### config.mk
export PLATFORM = sky130hd
export DESIGN_NAME = mul_div_unit_flat
export DESIGN_NICKNAME = d
export VERILOG_FILES = /design/src/rtl/mul_div_unit_if.sv /design/src/rtl/mul_div_unit.sv /design/src/flat_wrapper.sv
export SDC_FILE = /design/constraint.sdc
export NUM_CORES = 1
export LEC_CHECK = 0
export BUFFER_PORTS_ARGS = -buffer_cell sky130_fd_sc_hd__buf_4
export CAP_MARGIN = 10
export CORE_MARGIN = 4
export CORE_UTILIZATION = 63
export CTS_BUF_LIST = sky130_fd_sc_hd__clkbuf_4 sky130_fd_sc_hd__clkbuf_8
export DETAILED_ROUTE_END_ITERATION = 10
export PLACE_DENSITY_LB_ADDON = 0.15
export SLEW_MARGIN = 20
export SYNTH_ARGS = -nofsm -noshare
export SYNTH_HDL_FRONTEND = slang
export SYNTH_SLANG_ARGS = --single-unit
### constraint.sdc
create_clock -name clk -period 4.5 [get_ports clk]
set_input_delay 0 -clock clk [delete_from_list [all_inputs] [get_ports clk]]
set_output_delay 0 -clock clk [all_outputs]
set_load 0.005 [all_outputs]
### src/rtl/mul_div_unit_if.sv
// Request/response bundle between the MIPS datapath and the HI/LO multiply/divide unit.
// The datapath drives the master side; the unit presents the slave side.
interface mul_div_unit_if #(parameter int WIDTH = 32) ();
  logic             start;
  logic [1:0]       op;
  logic [WIDTH-1:0] a;
  logic [WIDTH-1:0] b;
  logic             hi_we;
  logic             lo_we;
  logic             busy;
  logic             done;
  logic [WIDTH-1:0] hi;
  logic [WIDTH-1:0] lo;

  modport master (output start, op, a, b, hi_we, lo_we,
                  input  busy, done, hi, lo);
  modport slave  (input  start, op, a, b, hi_we, lo_we,
                  output busy, done, hi, lo);
endinterface

### src/rtl/mul_div_unit.sv
// Iterative radix-2 HI/LO multiply/divide unit: one bit per cycle, signed ops run on
// magnitudes and fix the result signs in a single FINISH cycle.
module mul_div_unit #(
  parameter int WIDTH = 32
) (
  input  logic           clk,
  input  logic           reset,
  mul_div_unit_if.slave  bus
);
  localparam int CW = (WIDTH > 1) ? $clog2(WIDTH) : 1;

  typedef enum logic [1:0] {IDLE, CALC, FINISH} state_t;

  state_t             r_state;
  logic [1:0]         r_op;
  logic               r_neg_q;
  logic               r_neg_r;
  logic               r_divz;
  logic [WIDTH-1:0]   r_opnd;
  logic [2*WIDTH-1:0] r_acc;
  logic [CW-1:0]      r_cnt;
  logic               r_busy;
  logic               r_done;
  logic [WIDTH-1:0]   r_hi;
  logic [WIDTH-1:0]   r_lo;

  logic               w_sgn_in;
  logic [WIDTH-1:0]   w_a_abs;
  logic [WIDTH-1:0]   w_b_abs;
  logic [WIDTH:0]     w_msum;
  logic [2*WIDTH-1:0] w_mul_next;
  logic [WIDTH:0]     w_trial;
  logic [WIDTH:0]     w_diff;
  logic               w_ge;
  logic [2*WIDTH-1:0] w_div_next;
  logic [2*WIDTH-1:0] w_prod_fix;
  logic [WIDTH-1:0]   w_quo_fix;
  logic [WIDTH-1:0]   w_rem_fix;

  assign w_sgn_in = ~bus.op[0];
  assign w_a_abs  = (w_sgn_in && bus.a[WIDTH-1]) ? -bus.a : bus.a;
  assign w_b_abs  = (w_sgn_in && bus.b[WIDTH-1]) ? -bus.b : bus.b;

  // Multiply: r_acc = {partial product, remaining multiplier bits}, shifted right each cycle.
  assign w_msum     = {1'b0, r_acc[2*WIDTH-1:WIDTH]} + (r_acc[0] ? {1'b0, r_opnd} : '0);
  assign w_mul_next = {w_msum, r_acc[WIDTH-1:1]};

  // Divide: r_acc = {remainder, dividend/quotient}; quotient bits enter at the bottom.
  assign w_trial    = r_acc[2*WIDTH-1:WIDTH-1];
  assign w_diff     = w_trial - {1'b0, r_opnd};
  assign w_ge       = ~w_diff[WIDTH];
  assign w_div_next = {(w_ge ? w_diff[WIDTH-1:0] : w_trial[WIDTH-1:0]), r_acc[WIDTH-2:0], w_ge};

  // A zero divisor leaves the remainder equal to |a|, so the dividend-sign fix restores a.
  assign w_prod_fix = r_neg_q ? -r_acc : r_acc;
  assign w_quo_fix  = r_divz ? '1 : (r_neg_q ? -r_acc[WIDTH-1:0] : r_acc[WIDTH-1:0]);
  assign w_rem_fix  = r_neg_r ? -r_acc[2*WIDTH-1:WIDTH] : r_acc[2*WIDTH-1:WIDTH];

  always_ff @(posedge clk or negedge reset) begin
    if (!reset) begin
      r_state <= IDLE;
      r_op    <= '0;
      r_neg_q <= 1'b0;
      r_neg_r <= 1'b0;
      r_divz  <= 1'b0;
      r_opnd  <= '0;
      r_acc   <= '0;
      r_cnt   <= '0;
      r_busy  <= 1'b0;
      r_done  <= 1'b0;
      r_hi    <= '0;
      r_lo    <= '0;
    end else begin
      r_done <= 1'b0;
      case (r_state)
        IDLE: begin
          if (bus.start) begin
            r_op    <= bus.op;
            r_neg_q <= w_sgn_in & (bus.a[WIDTH-1] ^ bus.b[WIDTH-1]);
            r_neg_r <= w_sgn_in & bus.a[WIDTH-1];
            r_divz  <= bus.op[1] & (bus.b == '0);
            r_opnd  <= bus.op[1] ? w_b_abs : w_a_abs;
            r_acc   <= bus.op[1] ? {{WIDTH{1'b0}}, w_a_abs} : {{WIDTH{1'b0}}, w_b_abs};
            r_cnt   <= CW'(WIDTH - 1);
            r_busy  <= 1'b1;
            r_state <= CALC;
          end else begin
            if (bus.hi_we) r_hi <= bus.a;
            if (bus.lo_we) r_lo <= bus.a;
          end
        end
        CALC: begin
          r_acc <= r_op[1] ? w_div_next : w_mul_next;
          if (r_cnt == '0) r_state <= FINISH;
          else             r_cnt   <= r_cnt - 1'b1;
        end
        FINISH: begin
          if (r_op[1]) begin
            r_hi <= w_rem_fix;
            r_lo <= w_quo_fix;
          end else begin
            r_hi <= w_prod_fix[2*WIDTH-1:WIDTH];
            r_lo <= w_prod_fix[WIDTH-1:0];
          end
          r_done  <= 1'b1;
          r_busy  <= 1'b0;
          r_state <= IDLE;
        end
        default: r_state <= IDLE;
      endcase
    end
  end

  assign bus.busy = r_busy;
  assign bus.done = r_done;
  assign bus.hi   = r_hi;
  assign bus.lo   = r_lo;
endmodule

### src/flat_wrapper.sv
// flat-port wrapper written by rule: the top's interface ports become plain ports
module mul_div_unit_flat 
#(
  parameter int WIDTH = 32
)
  (clk, reset, bus_start, bus_op, bus_a, bus_b, bus_hi_we, bus_lo_we, bus_busy, bus_done, bus_hi, bus_lo);
  mul_div_unit_if #(.WIDTH(WIDTH)) bus_i ();
  input  logic clk;
  input  logic reset;
  input wire logic [$bits(bus_i.start)-1:0] bus_start;
  input wire logic [$bits(bus_i.op)-1:0] bus_op;
  input wire logic [$bits(bus_i.a)-1:0] bus_a;
  input wire logic [$bits(bus_i.b)-1:0] bus_b;
  input wire logic [$bits(bus_i.hi_we)-1:0] bus_hi_we;
  input wire logic [$bits(bus_i.lo_we)-1:0] bus_lo_we;
  output wire logic [$bits(bus_i.busy)-1:0] bus_busy;
  output wire logic [$bits(bus_i.done)-1:0] bus_done;
  output wire logic [$bits(bus_i.hi)-1:0] bus_hi;
  output wire logic [$bits(bus_i.lo)-1:0] bus_lo;
  assign bus_i.start = bus_start;
  assign bus_i.op = bus_op;
  assign bus_i.a = bus_a;
  assign bus_i.b = bus_b;
  assign bus_i.hi_we = bus_hi_we;
  assign bus_i.lo_we = bus_lo_we;
  assign bus_busy = bus_i.busy;
  assign bus_done = bus_i.done;
  assign bus_hi = bus_i.hi;
  assign bus_lo = bus_i.lo;
  mul_div_unit #(.WIDTH(WIDTH)) u_core (.clk(clk), .reset(reset), .bus(bus_i));
endmodule
### Word level (Yosys, flattened, before mapping)

Index checks and enable logic that the tools add are counted.

* word-level logic and storage cells: 78
* bits of input ports: 71
* output and inout port bits: 66
* flip-flop bits (word level): 174

* mux-type cells: 30
* $add $sub $neg: 8
* bitwise logic cells: 6
* reduce and logical (&&, ||, !) cells: 14
* equality and inequality tests: 8

Operator list (number)
* two-way mux 32 bit: 15
* two-way mux 64 bit: 3
* negation 32 bit: 4
* case mux 32 bit (2 select lines): 2
* case mux 64 bit (2 select lines): 1
* negation 64 bit: 1
* adder 32 x 33 -> 33 bit: 1
* subtractor 33 x 32 -> 33 bit: 1
* logical NOT 32 bit: 1
* two-way mux 5 bit: 2
* != test 2 bit, second input constant: 5
* case mux 5 bit (2 select lines): 1
* AND reduction 3 bit: 3
* AND reduction 2 bit: 4
* logical NOT 5 bit: 1
* subtractor 5 x 1 -> 5 bit, second input constant: 1
* two-way mux 2 bit: 2
* case mux 2 bit (2 select lines): 1
* nonzero test 2 bit: 2
* bitwise AND 1 bit: 3
* == test 2 x 1 -> 1 bit, second input constant: 1
* == test 2 bit, second input constant: 1
* logical AND 1 bit: 2
* logical NOT 2 bit: 1
* 5 further kinds: 7

### Longest topological paths before layout

Gate-level depths: netlist of the first run.

* depth after elaboration: 6
* depth in mapped cells: 14
* mapped depth without buffers: 13

### Worst setup path after synthesis of the first run

No wires, ideal clock.

* kind: reg2reg
* from: register u_core.r_acc[0]
* to: register u_core.r_acc[59]
* buffers on the path: 2
* slack: 1.307 ns
* setup time: 0.087 ns
* required time: 4.413 ns
* data arrival time: 3.106 ns
* cell stages (with the launch flop): 15
* clock period less this slack: 3.193 ns
* cells stage by stage: dfrtp_1 > inv_1 > clkbuf_1 > nor2_1 > ha_1 > clkbuf_1 > and3_1 > nor4b_1 > a311oi_1 > a41oi_1 > a221o_1 > a21o_1 > a21o_1 > a21o_1 > o211ai_1

* longest elaborated chain between the ends: 4

RTL lines
* start: declaration: line mul_div_unit.sv:20 `logic [2*WIDTH-1:0] r_acc;`
* start signal: assignment: line mul_div_unit.sv:83 `r_acc <= bus.op[1] ? {{WIDTH{1'b0}}, w_a_abs} : {{WIDTH{1'b0}}, w_b_abs};`
* start signal: assignment: line mul_div_unit.sv:93 `r_acc <= r_op[1] ? w_div_next : w_mul_next;`
* two-way mux 32 bit: line mul_div_unit.sv:45 `assign w_msum = {1'b0, r_acc[2*WIDTH-1:WIDTH]} + (r_acc[0] ? {1'b0, r_opnd} : '0);`
* adder 32 x 33 -> 33 bit: line mul_div_unit.sv:45
* two-way mux 64 bit: line mul_div_unit.sv:93
* case mux 64 bit (2 select lines): line mul_div_unit.sv:75 `case (r_state)`

No other way between the ends.
A chain may end at the register's enable or synchronous reset.

### Worst setup path in the final report of the first run

* from: register u_core.r_acc[0]
* to: register u_core.r_acc[56]

The elaborated chain is that of the path after synthesis.

==> flow_summary.ini, run 1 <==
[status]
status = complete, no violations

[clock_tree]
post-cts-setup-buffer-count = 0
clock_tree_from_tritoncts = done
worst_skew_pair.late_latency_ns = 0.50
ctsHoldBuffers = 54
tritoncts.num_buffers = 17
clock_path_buffers = 2
cts.sink_count = 173
root_buffer = sky130_fd_sc_hd__clkbuf_8
htree_num_levels = 4
cts_repair_resize_count = 0
worst_setup_hold_path_clk_slew_ns = 0.12

[setup_path]
worstPathRequired_ns = 4.85
path_max_fanout = 18
worst-r2r-cell-count = 12
critPathLaunchType = flip-flop
reg2reg_to = u_core.r_acc[56]$_DFFE_PN0P_
arrival_time_of_data_at_the_critical_path_endpoint_ns = 4.27
setup.worst_path.end_class = flip-flop
crit_type = flip-flop to flip-flop
crit-reg2reg-launch = u_core.r_acc[0]$_DFFE_PN0P_
r2r_slack_ns = 0.58

[global_routing]
global_route.usage.total_pct = 39.1
grt_pass1_wl_mm = 82.1
grt_remaining_overflow = 0
antenna_found_initial = 3
first_global_vias = 14800
grt_max_degree = 96

[final_layout]
nets = 2097
core_occupancy_in_the_finished_layout_pct = 74.2
diodes = 0
drive_above_1_share_pct = 12.6
area.growth.synth_to_final_pct = 14.4

[logic_synthesis]
ys_async_sr_fraction_pct = 100
seq_area_frac_synth_pct = 29.1
synth.top_cells.by_area = sky130_fd_sc_hd__dfrtp_1 29%, sky130_fd_sc_hd__a21oi_1 6.2%, sky130_fd_sc_hd__o21ai_0 6.1%, sky130_fd_sc_hd__ha_1 5.9%, sky130_fd_sc_hd__xnor2_1 5.1%
netlist_top_cells_count = 185 x sky130_fd_sc_hd__a21oi_1, 181 x sky130_fd_sc_hd__o21ai_0, 173 x sky130_fd_sc_hd__dfrtp_1
synth_edf_count = 0
synth.avg_cell_area_um2 = 8.09
synth_largest_type_area_fraction_pct = 29.1
synthesized_cell_area_um2 = 14900
synthesis.nets = 1981
synth.largest_area_cell = sky130_fd_sc_hd__dfrtp_1
ys_types = 84
synth_cells = 1838
yosys_most_used_dff = sky130_fd_sc_hd__dfrtp_1
yosys_warnings = 0
yosysMostFrequentCell = sky130_fd_sc_hd__a21oi_1
synth-seq-cells = 173

[placed_design]
dpl_worst_slack_ns = 0.730
post_detail_place_hpwl_mm = 36.8
buffer_ports.inserted = 136
routabilityCongestion = 0.968

[sta]
worst_slack_ns = 0.576
slew-limit-headroom_pct = 25.3
final-max-slew-violation-count = 0
finalHoldViolCount = 0
final_setup_fails = 0
final_period_minus_worst_setup_slack_ns = 3.92
tns_ns = 0
rsz0062_at_grt = false
final_min_period_over_clock_period_pct = 87.2
worstMarginPinSlew_ns = 1.12
timing.clock.skew_ns = 0.0228
peak_freq_mhz = 255

[route]
wl_met3_mm = 6.05
dr.first_iter.drc_count = 2399
via_per_inst = 6.88
dr_total_vias = 15700
total_drc_errors_in_the_routed_layout = 0
postRouteWirelength_mm = 52.7
routedLengthMet1_mm = 20.6
post_drt_wl_per_cell_um = 23.1
drt.antenna.violating_nets = 0
top_layer_used = met5
first_pass_iters = 6
met2_length_mm = 23.6

[job]
max-cap-violations = 0

[power]
power_density_nw_per_um2 = 812
vdd_drop_max_mv = 0.597
power_leakage_uw = 0.00740
power.total_uw = 13800

[hold_path]
worstHoldStart = bus_b[16]
holdPathStages = 4
worst_hold_path_type = input pin to flip-flop
holdPathEnd = u_core.r_opnd[16]$_DFFE_PN0P_

[floorplanning]
ios = 137
core_um2 = 22900
rows = 55
design.die.area_um2 = 26100
floorplan_die_width_um = 162
initial_core_util_pct = 64.9
chipHeight_um = 162
## metrics by stage
stage	hold WS, ns	std cells	cell area [um2]
floorplan	-0.296	1838	14900
global placement	-0.00762	2194	16000
detailed placement	-0.00714	2194	16000
CTS	0.00152	2280	17000
global route	0.0638	2280	17000
finish	0.0127	2280	17000
## how the worst max path moves through the flow
stage                                        end                   startpoint  cells after the start  slack (ns)
floorplan           u_core.r_acc[59]$_DFFE_PN0P_  u_core.r_acc[0]$_DFFE_PN0P_                     14        1.31
global placement    u_core.r_acc[56]$_DFFE_PN0P_  u_core.r_acc[0]$_DFFE_PN0P_                     12        0.76
detailed placement  u_core.r_acc[60]$_DFFE_PN0P_  u_core.r_acc[0]$_DFFE_PN0P_                     12        0.73
CTS                 u_core.r_acc[60]$_DFFE_PN0P_  u_core.r_acc[0]$_DFFE_PN0P_                     12        0.71
global route        u_core.r_acc[60]$_DFFE_PN0P_  u_core.r_acc[0]$_DFFE_PN0P_                     12        0.29
finish              u_core.r_acc[56]$_DFFE_PN0P_  u_core.r_acc[0]$_DFFE_PN0P_                     12        0.58
## layout by cell type, fill, tap and decap left out, drive strengths merged, types with 24 or more instances in the layout
master	netlist	layout
xnor2	87	87
a22oi	51	51
dlygate4sd3	0	54
nor3	35	35
a221o	34	34
a21oi	185	185
nor4	24	24
inv	69	74
xor2	81	81
ha	70	70
nand2	158	158
nor2	169	169
o21ai	192	192
buf	15	159
a21o	32	32
mux2i	72	72
dfrtp	173	173
nand3	25	25
## report_power, final
part           switching (uW)  leakage [uW]  internal (uW)  total (uW)
Combinational            5210       0.00508           3950        9160
Sequential               1110       0.00212           2330        3440
Clock                     732      0.000206            485        1220
Total                    7060       0.00740           6770       13800
## metal layers
layer | vias to the layer above | track usage [%]
met5 | - | 0
met4 | 4 | 16.2
met3 | 261 | 8.35
met2 | 1138 | 62.6
met1 | 7348 | 51.8
li1 | 6939 | -
## kinds of logic after synthesis
kind of cell    after synthesis  share of synthesized area (%)
compound gates              639                           27.5
xor+xnor                    168                           9.89
fa+ha+maj                    72                           6.16
buf+inv                     185                           4.89
flops                       173                           29.1
mux                          87                           5.98
simple gates                514                           16.5
## layout make-up
type / instances / area, um2
Timing Repair Buffer: 213 / 1760
Tap cell: 313 / 392
Sequential cell: 173 / 4330
Clock buffer: 18 / 248
Multi-Input combinational cell: 1480 / 9850
Inverter: 69 / 259
Fill cell: 1624 / 5900
Clock inverter: 14 / 174
## registers in the layout, indices dropped and copies added, names as in the netlist
register         count
u_core.bus.busy      1
u_core.r_opnd       32
u_core.r_cnt         5
u_core.r_state       2
u_core.r_divz        1
u_core.r_neg_r       1
u_core.r_acc        64
u_core.bus.hi       32
u_core.bus.done      1
u_core.bus.lo       32
u_core.r_neg_q       1
u_core.r_op          1
## worst max-delay path, stage by stage, from the launching register on
cell	delay, ns
sky130_fd_sc_hd__dfrtp_1	0.49
sky130_fd_sc_hd__inv_1	0.55
sky130_fd_sc_hd__nor2_1	0.12
sky130_fd_sc_hd__ha_1	0.37
sky130_fd_sc_hd__a2111oi_0	0.37
sky130_fd_sc_hd__o21ai_0	0.27
sky130_fd_sc_hd__a21oi_1	0.26
sky130_fd_sc_hd__o21ai_0	0.23
sky130_fd_sc_hd__a311oi_1	0.49
sky130_fd_sc_hd__o21ai_0	0.15
sky130_fd_sc_hd__a21oi_1	0.19
sky130_fd_sc_hd__mux2i_1	0.20
sky130_fd_sc_hd__o211ai_1	0.09
Power figures use the tool's default switching activity.
==> run 2: changes to the inputs <==
--- a/config.mk
+++ b/config.mk
@@ -7,6 +7,7 @@
 export LEC_CHECK = 0
 export BUFFER_PORTS_ARGS = -buffer_cell sky130_fd_sc_hd__buf_4
 export CAP_MARGIN = 10
+export CORE_ASPECT_RATIO = 2
 export CORE_MARGIN = 4
 export CORE_UTILIZATION = 63
 export CTS_BUF_LIST = sky130_fd_sc_hd__clkbuf_4 sky130_fd_sc_hd__clkbuf_8
==> constraint.sdc (replaced) <==
create_clock -name clk -period 3.9 [get_ports clk]
set_input_delay 0 -clock clk [delete_from_list [all_inputs] [get_ports clk]]
set_output_delay 0 -clock clk [all_outputs]
set_load 0.01 [all_outputs]
==> flow_summary.ini, run 2 (synthesis gave the netlist of run 1 again) <==
[job]
max-cap-violations = 0

[setup_path]
worstSetupPathDepth = 14
crit_buf_inv = 2
family_with_the_most_delay_on_the_worst_path = compound AO/OA/AOI/OAI gates
worst-r2r-cell-count = 14
cp-startpoint = u_core.r_acc[0]$_DFFE_PN0P_
arrival_time_of_data_at_the_critical_path_endpoint_ns = 4.14
worst_path_max_delay_cell = sky130_fd_sc_hd__o41ai_1
timing.critical_path.slowest_cell_delay_ns = 0.63
crit-reg2reg-launch = u_core.r_acc[0]$_DFFE_PN0P_
worstPathRequired_ns = 4.28
r2r_slack_ns = 0.14
crit_path_end = u_core.r_acc[55]$_DFFE_PN0P_
crit_type = flip-flop to flip-flop
path_max_fanout = 6
cp_cell_sequence = buf_4, and2_1, ha_1, inv_1, fa_1, nand2b_1, a21oi_1, o21ai_0, a32oi_1, a21oi_1, o41ai_1, xor2_1, a22oi_1, o21ai_0
setup.worst_path.end_class = flip-flop
critPathLaunchType = flip-flop
reg2reg_to = u_core.r_acc[55]$_DFFE_PN0P_

[floorplanning]
core_um2 = 23200
floorplan_die_width_um = 117
chipHeight_um = 225
design.die.area_um2 = 26300
ios = 137
rows = 79
initial_core_util_pct = 64.0

[clock_tree]
clock_tree_from_tritoncts = done
worst_skew_pair.late_latency_ns = 0.52
cts.sink_count = 173
htree_num_levels = 4
tritoncts.num_buffers = 17
root_buffer = sky130_fd_sc_hd__clkbuf_8
worst_setup_hold_path_clk_slew_ns = 0.10
clock_path_buffers = 2

[hold_path]
worst_hold_path_type = input pin to flip-flop
worstHoldStart = bus_b[11]

[global_routing]
gr-usage-met1_pct = 43.3
grt_max_degree = 107
global_route.usage.total_pct = 40.3
global_route.peak_usage_layer = met2
grt_pass1_wl_mm = 81.6
antenna_found_initial = 1
first_global_vias = 15600
grt_remaining_overflow = 0
groute.layer.met3.usage_pct = 5.03
use_met2_pct = 70.3

[route]
drt.antenna.violating_nets = 0
post_drt_wl_per_cell_um = 23.2
dr_total_vias = 15700
postRouteWirelength_mm = 52.9
total_drc_errors_in_the_routed_layout = 0
dr.first_iter.drc_count = 1635
via_per_inst = 6.86
first_pass_iters = 6

[sta]
final_setup_fails = 0
finalHoldWorstSlack_ns = 0.0298
peak_freq_mhz = 266
timing.clock.skew_ns = 0.0150
rsz0062_at_grt = false
final_min_period_over_clock_period_pct = 96.5
tns_ns = 0
final-max-slew-violation-count = 0
worst_slack_ns = 0.136
final_period_minus_worst_setup_slack_ns = 3.76
worstMarginPinSlew_ns = 0.930
finalHoldViolCount = 0
slew-limit-headroom_pct = 38.0

[placed_design]
post_dp_cell_area_um2 = 16200
post_detail_place_hpwl_mm = 39.4
routabilityCongestion = 1.00
buffer_ports.inserted = 136
dpl_worst_slack_ns = 0.237

[final_layout]
sequential_cell_area_um2 = 4330
mostFrequentLayoutCells = 184 x sky130_fd_sc_hd__a21oi_1, 184 x sky130_fd_sc_hd__buf_4, 181 x sky130_fd_sc_hd__o21ai_0
largest-register = u_core.r_acc
nets = 2131
largest_register_ffs = 64
num-fill-cells = 1828
stdcell_area_um2 = 17200
multiInputGateArea_um2 = 9860
diodes = 0
drive_above_1_share_pct = 13.9
area.growth.synth_to_final_pct = 15.8

[status]
status = complete, no violations

[power]
power_density_nw_per_um2 = 943
pwr-share-comb_pct = 69.0
power.share.sequential_pct = 23.2
power.internal_uw = 7970
netSwitchingPower_uw = 8260
vdd_drop_max_mv = 1.28
power_switching_share_pct = 50.9
proportion_of_power_drawn_by_the_clock_network_pct = 7.8
power_leakage_uw = 0.00756
[run 2: changes by cell type in the layout (fill, tap and decap cells not counted), sizes merged]
cell,change
buf,+28
dlygate4sd3,+5
clkbuf,+2
inv,-2
clkinv,+1
[run 2: what timing repair did]
item | CTS | global route
setup endpoints to repair | 0 | 1
hold buffers | 59 | 0
endpoints found under the hold margin | 203 | 0
buffers inserted | 0 | 0
resized for setup | 0 | 1
[run 2: power groups by stage]
stage	registers [uW]	logic, uW	clock network [uW]
global placement	3700	10600	0
detailed placement	3740	10900	0
global route	3850	12200	1320
CTS	3710	11000	1270
floorplan	3530	7730	0
finish	3770	11200	1270
[run 2: how the worst min path moves through the flow]
stage,slack (ns),cells after the start,endpoint
2_1_floorplan,-0.30,0,u_core.bus.busy$_DFFE_PN0P_
3_3_place_gp,0.22,1,u_core.bus.lo[4]$_DFFE_PN0P_
3_5_place_dp,0.21,1,u_core.bus.lo[4]$_DFFE_PN0P_
4_1_cts,0.004,5,u_core.r_acc[11]$_DFFE_PN0P_
5_1_grt,0.04,4,u_core.r_opnd[23]$_DFFE_PN0P_
6_report,0.03,5,u_core.r_acc[11]$_DFFE_PN0P_
[run 2: layout make-up]
type	count	area share (%)
multi-input cells	1480	57.3
repair buffers	247	11.9
clock inverters	13	0.676
flip-flops and latches	173	25.1
inverters	69	1.50
clock buffers	19	1.48
well taps	283	2.06
[run 2: worst register-to-register path, delay by kind of cell (launching register included)]
kind	cells	cell delay, ns
compound gates	7	1.97
fa+ha+maj	2	0.58
flops	1	0.35
simple gates	2	0.34
buf+inv	2	0.22
xor+xnor	1	0.14
[run 2: routing by layer]
layer / vias up / share of wire, %
met5: - / 0.025
met4: 2 / 7.9
met3: 296 / 6.9
met2: 906 / 51
met1: 7450 / 34
li1: 7017 / -
[run 2: per-stage QoR]
stage / power, uW / utilization [%] / std cells
floorplan: 11300 / - / 1838
global placement: 14300 / 69.9 / 2193
detailed placement: 14600 / 69.9 / 2193
CTS: 16000 / 74.1 / 2284
global route: 17400 / 74.1 / 2284
finish: 16200 / 74.1 / 2284
==> run 3: changes to the inputs <==
--- a/config.mk
+++ b/config.mk
@@ -12,7 +12,7 @@
 export CORE_UTILIZATION = 63
 export CTS_BUF_LIST = sky130_fd_sc_hd__clkbuf_4 sky130_fd_sc_hd__clkbuf_8
 export DETAILED_ROUTE_END_ITERATION = 10
-export PLACE_DENSITY_LB_ADDON = 0.15
+export PLACE_DENSITY_LB_ADDON = 0.1
 export SLEW_MARGIN = 20
 export SYNTH_ARGS = -nofsm -noshare
 export SYNTH_HDL_FRONTEND = slang
==> flow_summary.ini, run 3 (synthesis gave the netlist of run 1 again) <==
[power]
pwr-share-comb_pct = 67.8
vdd_drop_max_mv = 0.670
power.total_uw = 16100
proportion_of_power_drawn_by_the_clock_network_pct = 8.5
power.share.sequential_pct = 23.7
power.internal_uw = 8050
netSwitchingPower_uw = 8080
power_density_nw_per_um2 = 938
power_leakage_uw = 0.00752
power_switching_share_pct = 50.1

[final_layout]
drive_above_1_share_pct = 13.5
largest_register_ffs = 64
mostFrequentLayoutCells = 183 x sky130_fd_sc_hd__a21oi_1, 181 x sky130_fd_sc_hd__o21ai_0, 174 x sky130_fd_sc_hd__buf_4
largest-register = u_core.r_acc
final_common_cell = sky130_fd_sc_hd__a21oi_1
area.growth.synth_to_final_pct = 15.6
instances_no_fill = 2276
nets = 2122

[clock_tree]
worst_setup_hold_path_clk_slew_ns = 0.09
root_buffer = sky130_fd_sc_hd__clkbuf_8
post-cts-setup-buffer-count = 0
clock_path_buffers = 2
cts.sink_count = 173
clock_tree_from_tritoncts = done
worst_skew_pair.late_latency_ns = 0.51
htree_num_levels = 4
tritoncts.num_buffers = 17

[hold_path]
worst_hold_path_type = input pin to flip-flop
worstHoldStart = bus_b[22]

[status]
status = complete, no violations

[setup_path]
setup.worst_path.end_class = flip-flop
crit_type = flip-flop to flip-flop
crit-reg2reg-launch = u_core.r_acc[32]$_DFFE_PN0P_
r2r_slack_ns = 0.32
arrival_time_of_data_at_the_critical_path_endpoint_ns = 4.00
critPathLaunchType = flip-flop
worstPathRequired_ns = 4.32
cp-startpoint = u_core.r_acc[32]$_DFFE_PN0P_
path_max_fanout = 20

[route]
first_pass_iters = 6
routedLengthMet1_mm = 18.1
dr.first_iter.drc_count = 1374
total_drc_errors_in_the_routed_layout = 0
postRouteWirelength_mm = 51.5
dr_total_vias = 15200
via_per_inst = 6.69
top_layer_used = met4
post_drt_wl_per_cell_um = 22.6
drt.antenna.violating_nets = 0
met2_length_mm = 26.0
wl_met3_mm = 3.34

[global_routing]
antenna_found_initial = 1
first_global_vias = 15300
grt_max_degree = 96
global_route.usage.total_pct = 38.9
grt_pass1_wl_mm = 79.4
grt_remaining_overflow = 0

[sta]
worst_slack_ns = 0.319
timing.clock.skew_ns = 0.0156
final-max-slew-violation-count = 0
final_min_period_over_clock_period_pct = 91.8
rsz0062_at_grt = false
peak_freq_mhz = 279
finalHoldWorstSlack_ns = 0.0392
final_setup_fails = 0
finalHoldViolCount = 0
slew-limit-headroom_pct = 27.4
worstMarginPinSlew_ns = 1.09
tns_ns = 0
final_period_minus_worst_setup_slack_ns = 3.58

[placed_design]
post_detail_place_hpwl_mm = 38.5
placed_cells = 2182
buffer_ports.inserted = 136
dpl_worst_slack_ns = 0.360
routabilityCongestion = 1.01

[floorplanning]
design.die.area_um2 = 26300
initial_core_util_pct = 64.0
chipHeight_um = 225
ios = 137
rows = 79
core_um2 = 23200
floorplan_die_width_um = 117

[job]
max-cap-violations = 0
run 3: layer usage:
| layer | track usage, % | vias to the layer above |
|---|---|---|
| met2 | 66.8 | 732 |
| met3 | 6.29 | 259 |
| met5 | 0 | - |
| li1 | - | 6998 |
| met4 | 28.2 | 0 |
| met1 | 42.3 | 7232 |
run 3: final cells by class:
cell class | instances | area, um2
sequential | 173 | 4330
clock inverter | 14 | 169
timing repair buffer | 238 | 1970
clock buffer | 18 | 248
inverter | 69 | 259
tap | 283 | 354
fill | 1876 | 6030
antenna | 1 | 2.50
multi-input combinational | 1480 | 9860
run 3: worst max-delay path, cell delays in order (launching register included):
cell,delay [ns]
sky130_fd_sc_hd__dfrtp_1,0.51
sky130_fd_sc_hd__inv_1,0.14
sky130_fd_sc_hd__fa_1,0.47
sky130_fd_sc_hd__nand2b_1,0.18
sky130_fd_sc_hd__a21oi_1,0.18
sky130_fd_sc_hd__o21ai_1,0.14
sky130_fd_sc_hd__o221a_2,0.35
sky130_fd_sc_hd__o31ai_4,0.32
sky130_fd_sc_hd__a2111oi_2,0.16
sky130_fd_sc_hd__a311oi_4,0.30
sky130_fd_sc_hd__buf_12,0.24
sky130_fd_sc_hd__mux2_2,0.35
sky130_fd_sc_hd__o221ai_1,0.13
run 3: path summary, 6_finish.rpt:
| check | to | cells after the start |
|---|---|---|
| worst min register to register | u_core.bus.busy$_DFFE_PN0P_ | 2 |
| worst min-delay path | u_core.r_opnd[22]$_DFFE_PN0P_ | 5 |
| worst max register to register | u_core.r_acc[32]$_DFFE_PN0P_ | 12 |
| min in group asynchronous | u_core.bus.hi[7]$_DFFE_PN0P_ | 2 |
| max in group asynchronous | u_core.r_acc[45]$_DFFE_PN0P_ | 3 |
| worst max-delay path | u_core.r_acc[32]$_DFFE_PN0P_ | 12 |
run 3: what timing repair did:
item,4_1_cts,5_1_grt
endpoints found under the hold margin,186,0
setup endpoints to repair,0,1
gates resized for setup,0,1
hold buffers,61,0
run 3: power groups by stage:
stage | Combinational [uW] | Sequential [uW] | Clock (uW)
final | 10900 | 3830 | 1370
after global placement | 10400 | 3760 | 0
after CTS | 10800 | 3760 | 1390
after global routing | 11900 | 3890 | 1440
after detailed placement | 10600 | 3790 | 0
after floorplan | 7730 | 3530 | 0
run 3: stage by stage:
step / instance area (um2) / util [%]
CTS: 17200 / 74.0
finish: 17200 / 74.0
global placement: 16200 / 69.6
global route: 17200 / 74.0
floorplan: 14900 / -
detailed placement: 16200 / 69.6
